<file path="src/rtl/regfile.sv">
// 32-entry integer register file: two combinational read ports, one
// synchronous write port, x0 hardwired to zero, optional write-to-read bypass.
module regfile #(
  parameter int DATA_W = 32,
  parameter int ADDR_W = 5,
  parameter bit BYPASS = 1'b1
) (
  input  logic              clk_i,
  input  logic              rst_ni,
  input  logic [ADDR_W-1:0] rs1_addr_i,
  input  logic [ADDR_W-1:0] rs2_addr_i,
  input  logic [ADDR_W-1:0] rd_addr_i,
  input  logic [DATA_W-1:0] rd_data_i,
  input  logic              rd_wren_i,
  output logic [DATA_W-1:0] rs1_data_o,
  output logic [DATA_W-1:0] rs2_data_o
);

  localparam int NREG = 1 << ADDR_W;

  logic [DATA_W-1:0] regs_q [NREG];
  logic [DATA_W-1:0] regs_d [NREG];

  // A write only takes effect out of reset and never to x0; this same
  // qualifier gates the bypass path so reset also suppresses forwarding.
  logic wr_en;
  assign wr_en = rst_ni & rd_wren_i & (rd_addr_i != '0);

  // Next-state of the array: reset clears everything and wins over a write.
  always_comb begin
    for (int i = 0; i < NREG; i++) begin
      regs_d[i] = regs_q[i];
    end
    if (!rst_ni) begin
      for (int i = 0; i < NREG; i++) begin
        regs_d[i] = '0;
      end
    end else if (wr_en) begin
      regs_d[rd_addr_i] = rd_data_i;
    end
    regs_d[0] = '0;
  end

  // Register array update on the rising edge (reset is folded into regs_d).
  always_ff @(posedge clk_i) begin
    for (int i = 0; i < NREG; i++) begin
      regs_q[i] <= regs_d[i];
    end
  end

  // Read port 1: x0 forced to zero, then optional same-cycle forwarding.
  always_comb begin
    rs1_data_o = regs_q[rs1_addr_i];
    if (rs1_addr_i == '0) begin
      rs1_data_o = '0;
    end else if (BYPASS && wr_en && (rs1_addr_i == rd_addr_i)) begin
      rs1_data_o = rd_data_i;
    end
  end

  // Read port 2: evaluated independently of port 1.
  always_comb begin
    rs2_data_o = regs_q[rs2_addr_i];
    if (rs2_addr_i == '0) begin
      rs2_data_o = '0;
    end else if (BYPASS && wr_en && (rs2_addr_i == rd_addr_i)) begin
      rs2_data_o = rd_data_i;
    end
  end

endmodule
</file>
<file path="config.mk">
export PLATFORM = sky130hd
export DESIGN_NAME = regfile
export DESIGN_NICKNAME = d
export VERILOG_FILES = /design/src/rtl/regfile.sv
export SDC_FILE = /design/constraint.sdc
export NUM_CORES = 2
export LEC_CHECK = 0
export CORE_ASPECT_RATIO = 1.1
export CORE_MARGIN = 3
export CORE_UTILIZATION = 60
export DETAILED_ROUTE_END_ITERATION = 8
export PLACE_DENSITY = 0.86
export SYNTH_ARGS = -nofsm -noshare
export SYNTH_HDL_FRONTEND = slang
export SYNTH_SLANG_ARGS = --single-unit
</file>
<file path="constraint.sdc">
create_clock -name clk_i -period 4.5 [get_ports clk_i]
set_input_delay 0.9 -clock clk_i [delete_from_list [all_inputs] [get_ports clk_i]]
set_output_delay 0.9 -clock clk_i [all_outputs]
set_load 0.01 [all_outputs]
</file>
==> flow_metrics.tcl <==
set metrics [dict create \
    synth_cells 5946 \
    post-route-drc-count 2 \
    maxCapViolCount 0 \
    switchingPower_w 0.00507 \
    grt_overflow_total 0 \
    clock_latency_ns 0.69 \
    grt_max_degree 315 \
    io_pins 114 \
    p_leak_nw 20.5 \
    synth_top_cells_by_count "nand2_1, dfxtp_1, a21boi_0, clkbuf_1, mux4_2" \
    whs_endpoint "regs_q[20][14]" \
    wl_mm 221 \
    grt_pass1_vias 51100 \
    finalNetCount 5964 \
    arrival_ns 3.73 \
    reg2reg_depth 2 \
    setup-violations-final 2 \
    vias 53000 \
    switching_share 0.258 \
    seqPwrFrac 0.449 \
    die-area_um2 92800 \
    synthFlopType "dfxtp_1" \
    ys_types 63 \
    hold_depth 2 \
    ys_ff_latch 992 \
    top_regs "regs_q: 992 flops" \
    yosysTopAreaCellShare 0.371 \
    start_kind "primary input" \
    hold_path_class "reg2reg" \
    crit_fanout 42 \
    critPathCaptureType "output port" \
    gp_congestion 1.07 \
    min_from "regs_q[20][14]" \
    wl_per_cell_um 30.9 \
    synth_edf_count 0 \
    setup_ws_ns -0.134 \
    die_x_um 291 \
    ys_warn_count 0 \
    r2r_setup_slack_ns 3.60 \
    path_class "in2out" \
    rows 114 \
    cts_hold_buf 0 \
    fin_crit_ns 4.63 \
    synth.area.top_cells "dfxtp_1, mux4_2, nand2_1" \
    period_share 1.03 \
    die_h_um 319 \
    fin_skew_ns 0 \
    yosys.area.top_type "dfxtp_1" \
    power_density_nw_per_um2 322 \
    groute.usage.overall 0.459 \
    cts_buffer_depth 3 \
    combPwrFrac 0.106 \
    syn_area_per_cell_um2 9.00 \
    cts_root_buf "clkbuf_16" \
    htreeDepth 3 \
    syn-cell-area_um2 53500 \
    numPortBuffers 113 \
    rsz0062_at_grt "yes" \
    largest_register_ffs 992 \
    area_delta_synth_final_pct 14.2 \
    initial_core_util 0.607 \
    max_clock_freq_ghz 0.216 \
    synth_nets 5996 \
    synthArstFlopShare 0 \
    r2r_start "regs_q[28][1]" \
    via_per_inst 7.41 \
    p_clk_frac 0.444 \
    clk_pin_slew_worst_paths_ns 0.06 \
    largest-register "regs_q" \
    worstPathRequired_ns 3.60 \
    dp_hpwl_mm 136 \
    peakVddDrop_v 0.000289 \
    yosysMostFrequentCell "nand2_1" \
    place_ws_ns -0.165 \
    intPower_w 0.0146 \
    slew_viol_final 0 \
    hold_viol 0 \
    dr.pass1.iters 9 \
    cts.sinks 992 \
    cts_tree "built" \
    drtIter0Drc 11200 \
    tns_ns -0.188 \
    yosysSeqAreaShare 0.371 \
    drive_gt1_frac 0.197 \
    core_um2 88100 \
    tightest_slew_ns 1.29 \
    cts_buffers 98 \
    status "finished with violations" \
    ant_nets 0 \
    relSlewSlack 0.141 \
    grt_pass1_wl_mm 322 \
    r2r-end "regs_q[28][1]" \
    antenna_found_initial 15 \
    violations "design-rule violations, negative setup slack" \
]
repair_timing:
item / 4_1_cts / 5_1_grt
buffers inserted: 0 / 5
cloned: 1 / 1
setup endpoints to repair: 28 / 46
resized for setup: 21 / 40
pin swaps: 0 / 1
logic make-up (layout without fill, tap and decap cells):
group,count (synthesis),in the layout,synth area share
buf+inv,650,695,0.0522
flops,992,992,0.371
other cells,0,10,0
simple gates,2361,2361,0.173
compound gates,1345,1345,0.190
xor+xnor,10,10,0.00164
mux,588,588,0.212
worst max path at each step:
| stage | start | end | cells after the start |
|---|---|---|---|
| after floorplan | rd_addr_i[2] | rs2_data_o[0] | 7 |
| after global placement | rd_addr_i[2] | rs2_data_o[31] | 9 |
| after detailed placement | rd_addr_i[2] | rs2_data_o[31] | 9 |
| after CTS | rd_addr_i[2] | rs2_data_o[23] | 11 |
| after global routing | rd_addr_i[2] | rs2_data_o[31] | 11 |
| final | rs2_addr_i[2] | rs2_data_o[19] | 11 |
critical path: stages:
cell and delay [ns]:
buf_2 0.14, buf_12 0.30, clkinvlp_4 0.33, buf_4 0.25, nand2_1 0.08, buf_4 0.27
o22ai_1 0.13, buf_4 0.18, nor3_1 0.46, a21oi_1 0.07, clkdlybuf4s50_1 0.53
power by group through the flow:
stage,clock (W),sequential (W),combinational [W]
floorplan,0,0.00903,0.00110
global placement,0,0.00904,0.00194
detailed placement,0,0.00904,0.00195
CTS,0.00863,0.00884,0.00196
global route,0.00899,0.00884,0.00210
finish,0.00875,0.00884,0.00210
layout by cell type, fill, tap and decap left out, drive strengths merged, types with 24 or more instances in the layout:
master,count
a21boi,993
a21oi,27
a221oi,55
a22o,27
a22oi,51
buf,407
clkbuf,148
clkdlybuf4s50,68
dfxtp,992
mux2,101
mux2i,61
mux4,426
nand2,2103
nand3,45
nor2,86
nor2b,31
nor3,33
o22ai,48
o31ai,24
metal layers:
layer / up-vias / GRT usage / part of all wire
met5: - / 0.00508 / 0.00057
met4: 12 / 0.364 / 0.10
met3: 1951 / 0.228 / 0.19
met2: 5681 / 0.640 / 0.40
met1: 24600 / 0.534 / 0.31
li1: 20800 / - / -
final cells by class:
class / instances / area [µm²]
Multi-Input combinational cell: 4304 / 31300
Fill cell: 6010 / 27000
Sequential cell: 992 / 19900
Timing Repair Buffer: 510 / 5130
Clock buffer: 147 / 3000
Tap cell: 1160 / 1450
Clock inverter: 30 / 375
Inverter: 8 / 33.8
Antenna cell: 10 / 25.0
through the flow:
stage | cell area (µm²) | hold WS, ns | utilization | power, W | std cells
final | 61100 | 0.467 | 0.694 | 0.0197 | 7161
after global routing | 61100 | 0.487 | 0.693 | 0.0199 | 7152
after CTS | 60900 | 0.466 | 0.691 | 0.0194 | 7145
after detailed placement | 57500 | 0.459 | 0.652 | 0.0110 | 6967
after global placement | 57500 | 0.449 | 0.652 | 0.0110 | 6967
after floorplan | 53500 | 0.442 | - | 0.0101 | 5946
Power figures use the tool's default switching activity.
